$ cat src/rtl/ram64_copy_engine.sv
// Block copy engine acting as bus initiator for a RAM64-style memory.
// Optional fill mode is compiled in with RAMCPY_FILL_EN.
module ram64_copy_engine #(
    parameter int ADDR_W = 6,
    parameter int DATA_W = 16
) (
    input  logic              clk,
    input  logic              reset_n,
    input  logic              start,
    input  logic              mode,
    input  logic [ADDR_W-1:0] src_addr,
    input  logic [ADDR_W-1:0] dst_addr,
    input  logic [ADDR_W:0]   count,
    input  logic [DATA_W-1:0] fill_value,
    output logic              busy,
    output logic              done,
    output logic [DATA_W-1:0] ram_in,
    output logic              ram_load,
    output logic [ADDR_W-1:0] ram_address,
    input  logic [DATA_W-1:0] ram_out
);

    typedef enum logic [1:0] {
        IDLE,
        READ,
        WRITE,
        DONE
    } state_t;

    localparam logic [ADDR_W:0] DEPTH = {1'b1, {ADDR_W{1'b0}}};

    state_t            state_q;
    state_t            state_d;
    logic [ADDR_W-1:0] src_ptr;
    logic [ADDR_W-1:0] dst_ptr;
    logic [ADDR_W:0]   remaining;
    logic [DATA_W-1:0] data_reg;
    logic [ADDR_W:0]   count_clamped;
    logic              fill_go;
    logic              fill_q;
    logic [DATA_W-1:0] fill_val_q;

    assign count_clamped = (count > DEPTH) ? DEPTH : count;

`ifdef RAMCPY_FILL_EN
    assign fill_go = mode;

    always_ff @(posedge clk or negedge reset_n) begin
        if (!reset_n) begin
            fill_q     <= 1'b0;
            fill_val_q <= '0;
        end else if (state_q == IDLE && start) begin
            fill_q     <= mode;
            fill_val_q <= fill_value;
        end
    end
`else
    assign fill_go    = 1'b0;
    assign fill_q     = 1'b0;
    assign fill_val_q = '0;

    logic unused_fill_inputs;
    assign unused_fill_inputs = ^{mode, fill_value};
`endif

    always_ff @(posedge clk or negedge reset_n) begin
        if (!reset_n) begin
            state_q   <= IDLE;
            src_ptr   <= '0;
            dst_ptr   <= '0;
            remaining <= '0;
            data_reg  <= '0;
        end else begin
            state_q <= state_d;
            unique case (state_q)
                IDLE: begin
                    if (start) begin
                        src_ptr   <= src_addr;
                        dst_ptr   <= dst_addr;
                        remaining <= count_clamped;
                    end
                end
                READ: data_reg <= ram_out;
                WRITE: begin
                    // pointers wrap naturally at the address width
                    src_ptr   <= src_ptr + 1'b1;
                    dst_ptr   <= dst_ptr + 1'b1;
                    remaining <= remaining - 1'b1;
                end
                default: ;
            endcase
        end
    end

    always_comb begin
        state_d     = state_q;
        busy        = 1'b0;
        done        = 1'b0;
        ram_in      = '0;
        ram_load    = 1'b0;
        ram_address = '0;
        unique case (state_q)
            IDLE: begin
                if (start) begin
                    if (count_clamped == '0) begin
                        state_d = DONE;
                    end else if (fill_go) begin
                        state_d = WRITE;
                    end else begin
                        state_d = READ;
                    end
                end
            end
            READ: begin
                busy        = 1'b1;
                ram_address = src_ptr;
                state_d     = WRITE;
            end
            WRITE: begin
                busy        = 1'b1;
                ram_address = dst_ptr;
                ram_in      = fill_q ? fill_val_q : data_reg;
                ram_load    = 1'b1;
                if (remaining == {{ADDR_W{1'b0}}, 1'b1}) begin
                    state_d = DONE;
                end else if (fill_q) begin
                    state_d = WRITE;
                end else begin
                    state_d = READ;
                end
            end
            DONE: begin
                done    = 1'b1;
                state_d = IDLE;
            end
            default: state_d = IDLE;
        endcase
    end

endmodule

$ cat config.mk
export PLATFORM = sky130hd
export DESIGN_NAME = ram64_copy_engine
export DESIGN_NICKNAME = d
export VERILOG_FILES = /design/src/rtl/ram64_copy_engine.sv
export SDC_FILE = /design/constraint.sdc
export NUM_CORES = 1
export LEC_CHECK = 0
export ABC_CLOCK_PERIOD_IN_PS = 2100
export CAP_MARGIN = 15
export CORE_MARGIN = 1
export CORE_UTILIZATION = 47
export CTS_BUF_LIST = sky130_fd_sc_hd__clkbuf_4 sky130_fd_sc_hd__clkbuf_8
export DETAILED_ROUTE_END_ITERATION = 10
export GPL_ROUTABILITY_DRIVEN = 0
export PLACE_DENSITY = 0.83
export SLEW_MARGIN = 30
export SYNTH_ARGS = -nofsm -noshare
export SYNTH_HDL_FRONTEND = slang
export SYNTH_SLANG_ARGS = --single-unit
$ cat constraint.sdc
create_clock -name clk -period 2.1 [get_ports clk]
set_input_delay 0.42 -clock clk [delete_from_list [all_inputs] [get_ports clk]]
set_output_delay 0.42 -clock clk [all_outputs]
set_load 0.1 [all_outputs]
==> qor.txt <==
global-route wire length before repair -> 9.49 mm
Post-Syn Nets -> 297
post-layout util -> 76.8%
CTS Root Cell -> clkbuf_8
Final #Nets -> 366
asr flop ratio synth -> 100%
post-synthesis cell area -> 2240 um2
worst path cell trace -> inv_2 > ha_4 > buf_12 > and2_2 > buf_12
Setup TNS -> 0 ns
pre-CTS setup slack -> 0.151 ns
drt first-iter violations -> 354
clk slew on worst S/H paths -> 0.07 ns
share of layout cells above drive strength 1 -> 31.6%
ys flop type -> dfrtp_1
CTS tree -> done
area leader, netlist -> dfrtp_1
post-route DRC violation count -> 3
CP max FO -> 13
Worst Tran Pin Value -> 0.489 ns
CTS buffer count -> 5
violated checks -> DRC
most used cell, CP -> buf_12
part of the Yosys area used for sequential elements -> 41.2%
Sequential Area -> 926 um2
Final min period -> 2.06 ns
Final setup viols -> 0
gr usage total -> 24.5%
Synth area leaders -> dfrtp_1 (41%), mux2_2 (8.0%), and2_1 (4.5%)
CP max stage cell -> dfrtp_1
drt wl/cell -> 16.6 um
Yosys reg bits -> 37
worst hold path type -> register to register
maxcap violations -> 0
max-slew violations -> 0
Tcrit/Tclk final -> 98.1%
CP endpoint kind -> primary output
Via-to-Cell Ratio -> 5.75
maximum clock insertion buffer count -> 2
largest net degree at the start of global routing -> 38
PnR worst setup slack -> 0.0394 ns
clock sink count -> 37
WS Path Type -> register to primary output
Die Y -> 71.1 um
Hold Buf Count CTS -> 0
CP max stage delay -> 0.45 ns
vias in the first global route -> 1994
vias -> 2048
RSZ-0062 raised after global routing -> yes
grt total ovfl -> 0
arrival time worst endpoint -> 1.64 ns
CP required -> 1.68 ns
Slew headroom -> 67.1%
Filler cells -> 277
Starting Density -> 50.2%
DPL Wire Length -> 4.06 mm
Syn Area/Cell -> 9.59 um2
# IOs -> 80
WL final -> 5.93 mm
Yosys cell types -> 40
most frequent cells in the layout -> dfrtp_1 (37), clkdlybuf4s50_1 (37), buf_12 (26), o21ai_0 (16), mux2_2 (16)
area grow syn2layout -> 53.1%
FP Rows -> 24
final hold slack -> 0.506 ns
core footprint -> 4470 um2
Clock Latency Late Sink -> 0.30 ns
die area -> 5060 um2
Die Width -> 71.1 um
area share of the largest cell type after synthesis -> 41.2%
Max Clock Skew -> 0.0126 ns
Antenna Nets Post-Route -> 0
run status -> complete, but fails checks
ANT cells -> 0
area of the multi-input gates -> 1280 um2
post-synthesis cell count -> 234
port buffer count -> 62
crit start category -> register
H-tree depth -> 2
max FFs per register -> 16
Max Fclk -> 485 MHz
Post-synth EDFFs -> 0
initial antenna violation count -> 0
final hold violation count -> 0
YS warnings -> 0
drt first pass iters -> 7
-- synthesized netlist by cell type (all sizes together), types with 2 or more instances --
library cell,number
o22a,3
a31oi,6
a21boi,2
inv,11
and3,5
buf,15
nor3,6
a21oi,13
o21a,2
nand3,12
dfrtp,37
nor2,12
mux2i,3
nand2,10
o22ai,8
nand2b,3
and2,16
ha,8
a22oi,6
nor2b,7
nor4,2
nor3b,3
mux2,16
o21ai,16
-- layer usage --
metal	part of all wire [%]	wire, um	up-vias	global-route usage, %
met5	0	0	-	0
met4	1.6	97	0	8.44
met3	6.1	363	9	5.56
met2	52	3110	80	42.6
met1	40	2350	980	30.1
li1	-	-	979	-
-- through the flow --
step | instance area, um2 | instances
3_3_place_gp | 3260 | 344
4_1_cts | 3410 | 353
5_1_grt | 3440 | 356
2_1_floorplan | 2370 | 234
6_report | 3440 | 356
3_5_place_dp | 3260 | 344
-- logic make-up (layout without fill, tap and decap cells) --
kind of cell	count (synthesis)	after routing	synth area share, %
AO/OA/AOI/OAI	60	60	16.4
XOR/XNOR	1	1	0.390
AND/OR/NAND/NOR	82	82	20.8
adder cells (fa/ha/maj)	8	8	4.46
flip-flops	37	37	41.2
buffers and inverters	27	97	7.30
multiplexers	19	19	9.36
-- layout make-up --
class | instances | share of cell area (%)
clock buffers | 6 | 2.40
repair buffers | 78 | 29.2
inverters | 11 | 1.20
well taps | 52 | 1.89
clock inverters | 2 | 1.09
flip-flops and latches | 37 | 26.9
multi-input cells | 170 | 37.3
-- timing repair --
action / in CTS / in global routing
buffers inserted: 1 / 3
endpoints found under the setup margin: 14 / 17
hold endpoints to repair: 0 / 0
resized for setup: 4 / 1
gates cloned: 0 / 0
-- worst max-delay path, delay by kind of cell, from the launching register on --
kind          cells  cell delay, ns
fa+ha+maj         1            0.25
buf+inv           3            0.48
flops             1            0.45
simple gates      1            0.17
-- worst paths after layout --
| check | endpoint | slack [ns] | cells past startpoint | from |
|---|---|---|---|---|
| min | data_reg[1] | 0.51 | 1 | data_reg[1] |
| min reg2reg | data_reg[1] | 0.51 | 1 | data_reg[1] |
| max in group asynchronous | dst_ptr[5] | 1.21 | 2 | reset_n |
| max | ram_in[15] | 0.04 | 5 | state_q[0] |
| max reg2reg | remaining[4] | 0.15 | 7 | state_q[0] |
| min in group asynchronous | data_reg[14] | 0.55 | 2 | reset_n |
Power is left out: the tool's default activity adds up to more than one toggle a clock period on the data nets, which glitch-free logic cannot reach.
